--- src/rtl/holo_pkg.sv ---
// Shared types and helpers for the phase drive path.
// PHASE_DRIVE_DUTY_CTRL_EN adds a per-channel duty field to ch_cfg_t.
package holo_pkg;

  localparam int unsigned DEF_CLK_CNT_W   = 8;
  localparam int unsigned DEF_CLK_CNT_MAX = 256;

  typedef logic [DEF_CLK_CNT_W-1:0] phase_t;

  typedef struct packed {
    logic   en;
    phase_t phase;
`ifdef PHASE_DRIVE_DUTY_CTRL_EN
    phase_t duty;
`endif
  } ch_cfg_t;

  typedef enum logic {
    ST_IDLE,
    ST_PENDING
  } commit_st_e;

  // Modulo subtract; both operands are expected to be below modulus.
  function automatic logic [31:0] phase_diff(input logic [31:0] cnt_v,
                                             input logic [31:0] phase_v,
                                             input logic [31:0] modulus);
    phase_diff = (cnt_v >= phase_v) ? (cnt_v - phase_v) : (cnt_v + modulus - phase_v);
  endfunction

endpackage

--- src/rtl/phase_drive_ch.sv ---
// One transducer channel: active configuration, modulo phase compare and drive flop.
// PHASE_DRIVE_DUTY_CTRL_EN selects a programmable high time instead of half the frame.
module phase_drive_ch
  import holo_pkg::*;
#(
  parameter int unsigned CLK_CNT_W   = DEF_CLK_CNT_W,
  parameter int unsigned CLK_CNT_MAX = DEF_CLK_CNT_MAX
) (
  input  logic                 clk,
  input  logic                 rst_n,
  input  logic [CLK_CNT_W-1:0] cnt_i,
  input  logic                 apply_i,
  input  logic                 en_i,
  input  logic [CLK_CNT_W-1:0] phase_i,
`ifdef PHASE_DRIVE_DUTY_CTRL_EN
  input  logic [CLK_CNT_W-1:0] duty_i,
`endif
  output logic                 drive_o
);

  localparam int unsigned DW = CLK_CNT_W + 1;
  localparam logic [DW-1:0] MAX_L = DW'(CLK_CNT_MAX);

  logic                 en_q;
  logic [CLK_CNT_W-1:0] phase_q;
  logic [DW-1:0]        high;
  logic [DW-1:0]        diff;
  logic                 drive_d;
  logic                 drive_q;

`ifdef PHASE_DRIVE_DUTY_CTRL_EN
  logic [CLK_CNT_W-1:0] duty_q;
  assign high = {1'b0, duty_q};
`else
  assign high = DW'(CLK_CNT_MAX / 2);
`endif

  always_comb begin
    diff    = DW'(phase_diff(32'(cnt_i), 32'(phase_q), 32'(CLK_CNT_MAX)));
    drive_d = en_q && ({1'b0, cnt_i} < MAX_L) && (diff < high);
  end

  // The drive flop samples the pre-apply configuration on the apply edge.
  always_ff @(posedge clk or negedge rst_n) begin
    if (!rst_n) begin
      en_q    <= 1'b0;
      phase_q <= '0;
`ifdef PHASE_DRIVE_DUTY_CTRL_EN
      duty_q  <= CLK_CNT_W'(CLK_CNT_MAX / 2);
`endif
      drive_q <= 1'b0;
    end else begin
      drive_q <= drive_d;
      if (apply_i) begin
        en_q    <= en_i;
        phase_q <= phase_i;
`ifdef PHASE_DRIVE_DUTY_CTRL_EN
        duty_q  <= duty_i;
`endif
      end
    end
  end

  assign drive_o = drive_q;

endmodule

--- src/rtl/phase_drive_bank.sv ---
// Per-channel phase-shifted drive bank with staged configuration applied at cnt == 0.
// PHASE_DRIVE_DUTY_CTRL_EN enables per-channel duty staging and validation.
module phase_drive_bank
  import holo_pkg::*;
#(
  parameter int unsigned NUM_CH      = 8,
  parameter int unsigned CLK_CNT_W   = DEF_CLK_CNT_W,
  parameter int unsigned CLK_CNT_MAX = DEF_CLK_CNT_MAX,
  localparam int unsigned CHW        = $clog2(NUM_CH) + 1
) (
  input  logic                 clk,
  input  logic                 rst_n,
  input  logic [CLK_CNT_W-1:0] cnt,
  input  logic                 wr_valid,
  output logic                 wr_ready,
  input  logic [CHW-1:0]       wr_ch,
  input  logic [CLK_CNT_W-1:0] wr_phase,
  input  logic                 wr_en,
  input  logic [CLK_CNT_W-1:0] wr_duty,
  input  logic                 commit,
  output logic                 commit_pending,
  output logic                 wr_err,
  output logic [NUM_CH-1:0]    drive
);

  localparam int unsigned DW = CLK_CNT_W + 1;
  localparam logic [DW-1:0] MAX_L = DW'(CLK_CNT_MAX);

  commit_st_e           state_q;
  logic                 wr_err_q;
  logic [NUM_CH-1:0]    stg_en_q;
  logic [CLK_CNT_W-1:0] stg_ph_q [NUM_CH];
`ifdef PHASE_DRIVE_DUTY_CTRL_EN
  logic [CLK_CNT_W-1:0] stg_du_q [NUM_CH];
`else
  logic                 unused_wr_duty;
  assign unused_wr_duty = ^wr_duty;
`endif

  logic wr_fire;
  logic wr_ok;
  logic apply;

  assign wr_ready       = (state_q == ST_IDLE);
  assign commit_pending = (state_q == ST_PENDING);
  assign wr_err         = wr_err_q;
  assign wr_fire        = wr_valid && wr_ready;
  assign apply          = (state_q == ST_PENDING) && (cnt == '0);

  always_comb begin
    wr_ok = (wr_ch < CHW'(NUM_CH)) && ({1'b0, wr_phase} < MAX_L);
`ifdef PHASE_DRIVE_DUTY_CTRL_EN
    wr_ok = wr_ok && ({1'b0, wr_duty} <= MAX_L);
`endif
  end

  always_ff @(posedge clk or negedge rst_n) begin
    if (!rst_n) begin
      state_q  <= ST_IDLE;
      wr_err_q <= 1'b0;
    end else begin
      wr_err_q <= wr_fire && !wr_ok;
      case (state_q)
        ST_IDLE:    if (commit) state_q <= ST_PENDING;
        ST_PENDING: if (cnt == '0) state_q <= ST_IDLE;
        default:    state_q <= ST_IDLE;
      endcase
    end
  end

  // Staging only moves while idle, so a same-cycle write joins the commit it accompanies.
  always_ff @(posedge clk or negedge rst_n) begin
    if (!rst_n) begin
      stg_en_q <= '0;
      stg_ph_q <= '{default: '0};
`ifdef PHASE_DRIVE_DUTY_CTRL_EN
      stg_du_q <= '{default: CLK_CNT_W'(CLK_CNT_MAX / 2)};
`endif
    end else if (wr_fire && wr_ok) begin
      for (int unsigned i = 0; i < NUM_CH; i++) begin
        if (wr_ch == CHW'(i)) begin
          stg_en_q[i] <= wr_en;
          stg_ph_q[i] <= wr_phase;
`ifdef PHASE_DRIVE_DUTY_CTRL_EN
          stg_du_q[i] <= wr_duty;
`endif
        end
      end
    end
  end

  for (genvar g = 0; g < NUM_CH; g++) begin : g_ch
    phase_drive_ch #(
      .CLK_CNT_W  (CLK_CNT_W),
      .CLK_CNT_MAX(CLK_CNT_MAX)
    ) u_ch (
      .clk    (clk),
      .rst_n  (rst_n),
      .cnt_i  (cnt),
      .apply_i(apply),
      .en_i   (stg_en_q[g]),
      .phase_i(stg_ph_q[g]),
`ifdef PHASE_DRIVE_DUTY_CTRL_EN
      .duty_i (stg_du_q[g]),
`endif
      .drive_o(drive[g])
    );
  end

endmodule
--- config.mk ---
export PLATFORM = sky130hd
export DESIGN_NAME = phase_drive_bank
export DESIGN_NICKNAME = d
export VERILOG_FILES = /design/src/rtl/holo_pkg.sv /design/src/rtl/phase_drive_ch.sv /design/src/rtl/phase_drive_bank.sv
export SDC_FILE = /design/constraint.sdc
export NUM_CORES = 1
export LEC_CHECK = 0
export ABC_AREA = 1
export CAP_MARGIN = 20
export CELL_PAD_IN_SITES_DETAIL_PLACEMENT = 1
export CELL_PAD_IN_SITES_GLOBAL_PLACEMENT = 1
export CORE_ASPECT_RATIO = 1.75
export CORE_MARGIN = 4
export CORE_UTILIZATION = 46
export DETAILED_ROUTE_END_ITERATION = 6
export PLACE_DENSITY_LB_ADDON = 0.1
export SETUP_SLACK_MARGIN = 0.3
export SLEW_MARGIN = 20
export SYNTH_ARGS = -nofsm -noshare
export SYNTH_HDL_FRONTEND = slang
export SYNTH_SLANG_ARGS = --single-unit
export TNS_END_PERCENT = 20
--- constraint.sdc ---
create_clock -name clk -period 1.6 [get_ports clk]
set_input_delay 0.32 -clock clk [delete_from_list [all_inputs] [get_ports clk]]
set_output_delay 0.32 -clock clk [all_outputs]
set_load 0.02 [all_outputs]
Yosys cells after proc, flatten, opt, wreduce, memory -nomap -nowiden
Cells that the tools add are included.
- $add $sub $neg: 17
- reduce and logical (&&, ||, !) cells: 23
- bitwise logic cells: 1
- equal/unequal tests: 7
- mux-type cells: 11
- magnitude comparators: 17
- operators with widths (kind ; number):
    $lt A9 B8 Y1 const B ; 8
    $mux W9 ; 8
    $sub A8 B8 Y9 ; 8
    $sub A9 B8 Y9 ; 8
    $ge A8 B8 Y1 ; 8
    $eq A4 B3 Y1 const B ; 4
    $reduce_and A2 Y1 ; 8
    $logic_and A1 B1 Y1 ; 12
    $add A8 B9 Y9 const B ; 1
    $eq A4 B2 Y1 const B ; 2
    $logic_not A8 Y1 ; 1
    $eq A4 B1 Y1 const B ; 1
    $logic_not A4 Y1 ; 1
    $lt A4 B4 Y1 const B ; 1
    $mux W1 ; 2
    $pmux W1 S2 ; 1
    $logic_not A1 Y1 ; 1
    $not A1 Y1 ; 1
- input bits: 33
- logic and storage cells: 118
- output and inout bits: 11
- register bits after elaboration: 154

Depth between registers and ports, before layout
- word-level depth: 5
- depth in mapped cells: 9
- mapped depth without buffers: 9

Cells and area by module
From an unflattened synthesis, not the netlist that was laid out.
- cell total of the unflattened synthesis: 855
- area, all modules: 7632.3 µm²
- modules (own cells, without submodules) (module ; times used ; cells an instance ; area an instance (µm²) ; seq. area each (µm²)):
    phase_drive_ch ; 8 ; 63 ; 556.8 ; 250.2
    phase_drive_bank ; 1 ; 351 ; 3178.0 ; 1851.8

Least setup slack after synthesis
No wires, ideal clock.
- kind: register -> register
- start: reg state_q (netlist: commit_pending)
- end: reg stg_en_q[5]
- arrival: 1406 ps
- required time: 1474 ps
- path buffers: 1
- setup time: 126 ps
- period minus slack after synthesis: 1532 ps
- slack: 68 ps
- cell stages (with the launch flop): 8
- cell sequence: dfrtp_1 inv_2 nand2_4 nor2_4 nand2_2 nor3_4 buf_6 o21ai_0
- longest elaborated chain between the ends: 4
- ends and longest elaborated chain (item ; line ; text):
    start, declared ; phase_drive_bank.sv:29 ; commit_st_e state_q;
    start signal, assigned ; phase_drive_bank.sv:59 ; state_q <= ST_IDLE;
    start signal, assigned ; phase_drive_bank.sv:64 ; ST_IDLE: if (commit) state_q <= ST_PENDING;
    start signal, assigned ; phase_drive_bank.sv:65 ; ST_PENDING: if (cnt == '0) state_q <= ST_IDLE;
    $not A1 Y1 ; - ;
    via wr_ready ; phase_drive_bank.sv:15 ; output logic wr_ready,
    $logic_and A1 B1 Y1 ; phase_drive_bank.sv:47 ; assign wr_fire = wr_valid && wr_ready;
    $logic_and A1 B1 Y1 ; phase_drive_bank.sv:79 ; end else if (wr_fire && wr_ok) begin
    $reduce_and A2 Y1 (no line) ; - ;
    end signal, assigned by index ; phase_drive_bank.sv:82 ; stg_en_q[i] <= wr_en;
    end, declared ; phase_drive_bank.sv:31 ; logic [NUM_CH-1:0] stg_en_q;
The timed path passes the listed nets, and every way through them passes these cells.
A chain may end at the register's enable or synchronous reset.

Worst setup path in the final report
- start: reg state_q (netlist: commit_pending)
- end: reg stg_ph_q[20] in the netlist's numbering
- longest elaborated chain between the ends: 4
- ends and longest elaborated chain (item ; line ; text):
    $not A1 Y1 ; - ;
    $logic_and A1 B1 Y1 ; phase_drive_bank.sv:47 ;
    $logic_and A1 B1 Y1 ; phase_drive_bank.sv:79 ;
    $reduce_and A2 Y1 (no line) ; - ;
    end signal, assigned by index ; phase_drive_bank.sv:83 ; stg_ph_q[i] <= wr_phase;
    end, declared ; phase_drive_bank.sv:32 ; logic [CLK_CNT_W-1:0] stg_ph_q [NUM_CH];
No other way between the ends.

==> flow_metrics.env <==
export IMPL_yosysWarnings=0
export IMPL_grt_overflow=0
export IMPL_drv_cap=0
export IMPL_clock_sinks=154
export IMPL_setup_viol=0
export IMPL_avgViaCountPerCell=5.44
export IMPL_numCtsBuffers=17
export IMPL_dr_total_vias=6438
export IMPL_synth_top_area_share_pct=51.0
export IMPL_rsz0062_at_grt="true"
export IMPL_nets=1078
export IMPL_power_frac_comb_pct=13.2
export IMPL_die_area_sq_um=18600
export IMPL_die_h_um=177
export IMPL_pwr_density_cell_nw_per_um2=1010
export IMPL_internal_power_mw=7.06
export IMPL_switchingPower_mw=2.77
export IMPL_synth_cell_type_count=24
export IMPL_post_synth_main_area_contributors="dfrtp_1 (51%), nand2_1 (14%), ha_1 (11%), inv_1 (6.6%), nand3_1 (4.6%)"
export IMPL_clkPwrFrac_pct=43.1
export IMPL_relSlewSlack_pct=67.5
export IMPL_worst_pin_slew_ns=0.486
export IMPL_synthCells=887
export IMPL_fin_crit_sh_pct=98.6
export IMPL_hold_violations=0
export IMPL_initial_core_util_pct=47.1
export IMPL_antenna_found_initial=0
export IMPL_dp_cells=1110
export IMPL_critPathLaunch="commit_pending$_DFF_PN0_"
export IMPL_fmax_mhz=634
export IMPL_ctsLongestPathBuffers=2
export IMPL_vdd_drop_max_mv=0.593
export IMPL_rows=61
export IMPL_initialDrtViolationCount=285
export IMPL_final_common_cell="nand2_1"
export IMPL_fill_cells=1832
export IMPL_drc=0
export IMPL_drive_gt1_share_pct=20.2
export IMPL_gp_congestion=0.808
export IMPL_fin_worst_skew_ns=0.0121
export IMPL_clock_insertion_delay_worst_skew_ns=0.43
export IMPL_syn_to_final_growth_pct=29.2
export IMPL_antenna_left=0
export IMPL_path_max_fanout=4
export IMPL_clkTransAtPathRegs_ns=0.07
export IMPL_n_antenna_cell=0
export IMPL_post_drt_wl_per_cell_um=21.5
export IMPL_whs_ns=0.380
export IMPL_pwr_share_seq_pct=43.6
export IMPL_yosysSeqAreaShare_pct=51.0
export IMPL_track_usage_pct=27.1
export IMPL_synth_seq_cells=154
export IMPL_p_leak_nw=4.92
export IMPL_total_power_mw=9.83
export IMPL_core_area_sq_um=16000
export IMPL_crit_required_ns=1.95
export IMPL_wl_um=25400
export IMPL_h_tree_depth=4
export IMPL_cp_arrival_ns=1.93
export IMPL_period_needed_ns=1.58
export IMPL_cts_tree="done"
export IMPL_die_width_um=105
export IMPL_endpoint_kind="flop"
export IMPL_layout_common_cells="nand2_1 (257), dfrtp_1 (153), inv_1 (129)"
export IMPL_setup_tns_ns=0
export IMPL_first_pass_iters=5
export IMPL_netlist_area_sq_um=7550
export IMPL_hpwlAfterDp_um=15100
export IMPL_synth_area_leader_cell="dfrtp_1"
export IMPL_reg2reg_from="commit_pending$_DFF_PN0_"
export IMPL_crit_type="flop to flop"
export IMPL_slew_violations=0
export IMPL_io_buffers=35
export IMPL_grt_pass1_vias=7058
export IMPL_syn_nets=984
export IMPL_outcome="finished clean"
export IMPL_hold_class="input pin to async pin"
export IMPL_avgSynthCellArea_sq_um=8.51
export IMPL_grt_pass1_wl_um=38200
export IMPL_postLayoutCoreUtil_pct=60.9
export IMPL_cts_root_buffer="clkbuf_16"
export IMPL_grt_max_degree=45
export IMPL_io_pins=44
export IMPL_stdcell_count=1183
export IMPL_cp_start_kind="flop"
export IMPL_p_sw_share_pct=28.1
## registers in the layout, indices dropped and copies added (netlist names)
register           count
g_ch.u_ch.en_q         8
wr_err                 1
g_ch.u_ch.drive_o      8
stg_ph_q              64
stg_en_q               8
commit_pending         1
g_ch.u_ch.phase_q     64
## area by class of cell
| class | count | area [sq um] | share of cell area (%) |
|---|---|---|---|
| Clock buffer | 19 | 453 | 4.64 |
| Multi-Input combinational cell | 568 | 3430 | 35.2 |
| Clock inverter | 13 | 159 | 1.63 |
| Tap cell | 189 | 236 | 2.42 |
| Inverter | 134 | 509 | 5.22 |
| Sequential cell | 154 | 3850 | 39.5 |
| Timing Repair Buffer | 106 | 1110 | 11.4 |
## worst max-delay path, stage by stage (launching register included)
cell	delay, ns
dfrtp_2	0.43
inv_4	0.10
nand2_4	0.07
nor2_4	0.17
nand2_4	0.10
nor3_4	0.19
buf_12	0.17
clkbuf_16	0.15
nand2_2	0.04
o21ai_1	0.07
## Yosys cell counts
master / count
clkbuf_1: 14
nand3b_1: 1
buf_1: 1
nand4_2: 2
o21ai_2: 1
o21ai_0: 67
nand2_1: 283
ha_1: 64
nand3_1: 69
nor3_4: 2
o21ai_1: 23
inv_2: 1
nand2_2: 4
nand2_4: 1
nor2_1: 17
buf_2: 10
buf_6: 2
nor2_4: 2
buf_4: 8
dfrtp_1: 154
clkbuf_2: 3
inv_1: 133
nand3_2: 2
a21oi_1: 23
## metal layers
metal,part of all wire (%),wire length (um),vias up,GRT usage [%]
met5,0,0,-,0
li1,-,-,2964,-
met1,39,9920,3274,30.3
met4,4.2,1070,0,13.5
met2,54,13700,139,49.9
met3,2.9,749,61,3.79
## power by group through the flow
stage                     clock network, mW  registers, mW  logic, mW
after detailed placement                  0           4.35       1.10
after floorplan                           0           4.31      0.599
after global routing                   4.45           4.32       1.45
final                                  4.24           4.29       1.30
after CTS                              4.27           4.29       1.22
after global placement                    0           4.33       1.03
## kinds of logic (layout without fill, tap and decap cells)
family          count (synthesis)  after routing  synth area share [%]
buf+inv                       172            272                  9.36
compound gates                114            114                  7.61
fa+ha+maj                      64             64                  10.6
simple gates                  383            390                  21.4
flops                         154            154                  51.0
## path summary, 6_finish.rpt
path	endpoint	slack (ns)	cells after the start
worst min register to register	g_ch[7].u_ch.en_q$_DFFE_PN0P_	0.47	2
max in group asynchronous	g_ch[2].u_ch.drive_o$_DFF_PN0_	0.63	3
min in group clk	g_ch[7].u_ch.en_q$_DFFE_PN0P_	0.47	2
worst max register to register	stg_ph_q[20]$_DFFE_PN0P_	0.02	9
worst max-delay path	stg_ph_q[20]$_DFFE_PN0P_	0.02	9
worst min-delay path	stg_ph_q[17]$_DFFE_PN0P_	0.38	2
## through the flow
stage          cell area [sq um]  setup WS (ns)
5_1_grt                     9760        -0.0252
4_1_cts                     9460         0.0943
2_1_floorplan               7580         0.0933
6_report                    9760         0.0227
3_3_place_gp                8380         -0.396
3_5_place_dp                8380         -0.444
## what timing repair did
action,in CTS,in global routing
hold buffers,1,0
cloned,8,7
endpoints found under the setup margin,164,157
pin swaps,28,10
endpoints found under the hold margin,33,0
resized for setup,137,35
setup buffers,17,8
Note: power is estimated with default switching activity, not from simulation.
==> patch 1: new RTL, config.mk and constraints unchanged <==
Set the package constant `DEF_CLK_CNT_W` to 12 (it was 8).
--- a/src/rtl/holo_pkg.sv
+++ b/src/rtl/holo_pkg.sv
@@ -4,3 +4,3 @@
 
-  localparam int unsigned DEF_CLK_CNT_W   = 8;
+  localparam int unsigned DEF_CLK_CNT_W   = 12;
   localparam int unsigned DEF_CLK_CNT_MAX = 256;
Ports: changed (resized cnt, wr_duty and wr_phase); port bits go from 44 to 56. No check against the original RTL was run, so the function may have changed too.
==> patch 1 against the unedited design <==
  * The flow now stops in clock tree synthesis (4_1_cts)
  * Area after synthesis is 110% higher
  * Synthesized cell count grew to 2.8 times the old value
==> patch 1: results (changes against the unedited design) <==
| Metric | Value |
|---|---|
| CTS Buf Count | `23 (was 17)` |
| Run Error | `[ERROR DPL-0033] detailed placement checks failed during check placement.` |
| Post-synth top cells | `932 x nand2_1, 413 x inv_1, 271 x nand3_1 (was 283 x nand2_1, 154 x dfrtp_1, 133 x inv_1)` |
| Register area share after synthesis | `0.338 (was 0.510)` |
| DP HPWL | `52,700 um (was 15,100 um)` |
| Ranking of synthesized cells by area | `dfrtp_1 34%, nand2_1 22%, ha_1 10% (was dfrtp_1 51%, nand2_1 14%, ha_1 11%)` |
| Post-synth ARST share | `1.00 (unchanged)` |
| Cts hold-fix bufs | `1 (unchanged)` |
| Status | `did not finish (was complete, no violations)` |
| Pre-CTS WS | `-1.55 ns (was -0.444 ns)` |
| Routability-driven placement congestion ratio | `0.944 (was 0.808)` |
| Cts repair resizes | `650 (was 137)` |
| Synth cell types | `30 (was 24)` |
| H-tree levels | `1 (was 4)` |
| Root Driver | `clkbuf_16 (unchanged)` |
| Clk sink count | `218 (was 154)` |
| CTS Buffer Depth | `3 (was 2)` |
| Setup Fix Bufs, Post-CTS | `71 (was 17)` |
| Failed at | `clock tree synthesis (4_1_cts)` |
| IO buf count | `43 (was 35)` |
| Yosys warnings | `0 (unchanged)` |
| Post-synth top flop | `dfrtp_1 (unchanged)` |
| Syn Nets | `2,693 (was 984)` |
[patch 1: changes by cell type after synthesis, sizes merged, moves of 40 or more]
cell / before / now
nand2: 288 / 932
inv: 134 / 413
nor2: 19 / 230
nand3: 71 / 271
ha: 64 / 130
dfrtp: 154 / 218
a21oi: 23 / 72
nand4: 2 / 42
[patch 1: kinds of logic after synthesis]
logic type | Yosys count | share of synthesized area
compound gates | 176 | 0.0578
flops | 218 | 0.338
fa+ha+maj | 130 | 0.101
xor+xnor | 10 | 0.00542
simple gates | 1507 | 0.384
buf+inv | 477 | 0.115
[patch 1: metrics by stage]
step / instances / util / cell area (sq um)
3_5_place_dp: 3343 / 0.587 / 20300
3_3_place_gp: 3343 / 0.587 / 20300
2_1_floorplan: 2518 / - / 16300
==> patch 2: new RTL, config.mk and constraints unchanged <==
Without the edit above. The output `wr_err` loses its register stage (`wr_err_q` becomes a continuous assignment).
--- a/src/rtl/phase_drive_bank.sv
+++ b/src/rtl/phase_drive_bank.sv
@@ -59,5 +59,3 @@
       state_q  <= ST_IDLE;
-      wr_err_q <= 1'b0;
     end else begin
-      wr_err_q <= wr_fire && !wr_ok;
       case (state_q)
@@ -69,2 +67,4 @@
   end
+
+  assign wr_err_q = wr_fire && !wr_ok;
 
Check against the original RTL: not equivalent (a bounded check fails within 4 cycles, from zero or initial values and one cycle with rst_n low).
==> patch 2 against the unedited design <==
  * Global-route usage is 2.7 points lower
  * Area after synthesis fell by 0.31%
  * Setup slack about the same
  * Via count up 2.2%
  * Sequential cell count fell by 1
  * Routed wire length rose by 2.2%
  * Sequential share of layout area is 1.2 points lower
  * Count of clock-buffer cells in the layout grew 1
  * Total power fell by 2.5%
  * Cell area grew 2.5%
==> patch 2: results (changes against the unedited design) <==
| Metric | Value |
|---|---|
| Proportion of layout cells with a drive suffix above 1 | `0.219 (was 0.202)` |
| Met1 global-route usage | `0.267 (was 0.303)` |
| Post-synth top cells | `284 x nand2_1, 153 x dfrtp_1, 132 x inv_1 (was 283 x nand2_1, 154 x dfrtp_1, 133 x inv_1)` |
| Routability-driven placement congestion ratio | `0.862 (was 0.808)` |
| GR Util met2 | `0.463 (was 0.499)` |
| Reg2reg path depth | `10 (was 9)` |
| Global-route wire length before repair | `34,900 um (was 38,200 um)` |
| DR vias/cell | `5.53 (was 5.44)` |
| Post-synth ARST share | `1.00 (unchanged)` |
| Status | `complete, no violations (unchanged)` |
| Setup Skew | `0.0116 ns (was 0.0121 ns)` |
| Internal power | `6.80 mW (was 7.06 mW)` |
| Worst VDD drop | `0.618 mV (was 0.593 mV)` |
| Leakage | `5.06 nW (was 4.92 nW)` |
| CP Max Fanout | `18 (was 4)` |
| Biggest regs | `g_ch.u_ch.phase_q x64, stg_ph_q x64 (unchanged)` |
| GR Layer Usage met3 | `0.0270 (was 0.0379)` |
| Last element of the critical path | `stg_ph_q[10]$_DFFE_PN0P_ (was stg_ph_q[20]$_DFFE_PN0P_)` |
| CP delay by family, top | `buffers and inverters (was simple AND/OR/NAND/NOR gates)` |
| Combinational share of power | `0.155 (was 0.132)` |
| P_seq | `about 4.3 mW` |
| Critical path type | `flop to flop (unchanged)` |
| Vias | `6,582 (was 6,438)` |
| Setup Fix Bufs, Post-CTS | `14 (was 17)` |
| Syn Nets | `983 (was 984)` |
| Routed wl met3 | `918 um (was 749 um)` |
| Cell Area, Placed | `0.00851 sq mm (was 0.00838 sq mm)` |
| Ranking of synthesized cells by area | `dfrtp_1 51%, nand2_1 14%, ha_1 11% (unchanged)` |
| 1st-iter DRT viols | `342 (was 285)` |
| Routed WL per cell | `21.8 um (was 21.5 um)` |
| Tmin final | `1.58 ns (about the same)` |
| Largest stage delay on the critical path | `~0.42 ns` |
| Register share of total power | `0.445 (was 0.436)` |
| Worst-Margin Slew | `0.497 ns (was 0.486 ns)` |
| # diodes | `0 (unchanged)` |
| Syn_area_per_cell | `8.50 sq um (was 8.51 sq um)` |
| Register area share after synthesis | `0.509 (was 0.510)` |
| Met1 Wirelength | `9540 um (was 9920 um)` |
| GRT Overall Usage | `0.244 (was 0.271)` |
| Synth cell types | `24 (unchanged)` |
| Vias in the first global route | `6,775 (was 7,058)` |
| Wire length on met2 | `14,000 um (was 13,700 um)` |
## patch 2: changes by cell type after synthesis
cell | before | now
nor2_1 | 17 | 18
inv_1 | 133 | 132
a21oi_1 | 23 | 22
nand2_1 | 283 | 284
dfrtp_1 | 154 | 153
nand3b_1 | 1 | 2
nand3_1 | 69 | 68
## patch 2: layout make-up
class                      count  area [sq um]
fill                        1830          5950
sequential                   153          3830
multi-input combinational    563          3430
timing repair buffer         120          1450
inverter                     133           504
clock buffer                  20           457
tap                          189           236
clock inverter                12          92.6
## patch 2: kinds of logic (layout without fill, tap and decap cells)
family,count (synthesis),count (layout),share of synthesized area
adders and majority gates,64,64,0.106
buffers and inverters,171,285,0.0934
and+or+nand+nor,385,386,0.216
DFF,153,153,0.509
AOI/OAI and AO/OA,113,113,0.0756
## patch 2: worst min-delay path by stage
stage | to | slack, ns | from
after CTS | g_ch[4].u_ch.drive_o$_DFF_PN0_ | 0.41 | rst_n
after detailed placement | g_ch[6].u_ch.en_q$_DFFE_PN0P_ | 0.29 | rst_n
after global placement | g_ch[6].u_ch.drive_o$_DFF_PN0_ | 0.29 | rst_n
after floorplan | commit_pending$_DFF_PN0_ | 0.02 | rst_n
final | g_ch[6].u_ch.drive_o$_DFF_PN0_ | 0.39 | rst_n
after global routing | g_ch[4].u_ch.drive_o$_DFF_PN0_ | 0.42 | rst_n
## patch 2: worst register-to-register path: stages (launching register included)
cell,delay (ns)
dfrtp_2,0.42
inv_4,0.07
nand2_4,0.05
buf_6,0.12
nor2_4,0.15
nand2_4,0.08
buf_4,0.14
nor2_4,0.09
buf_12,0.17
nand2_1,0.09
o21ai_0,0.11
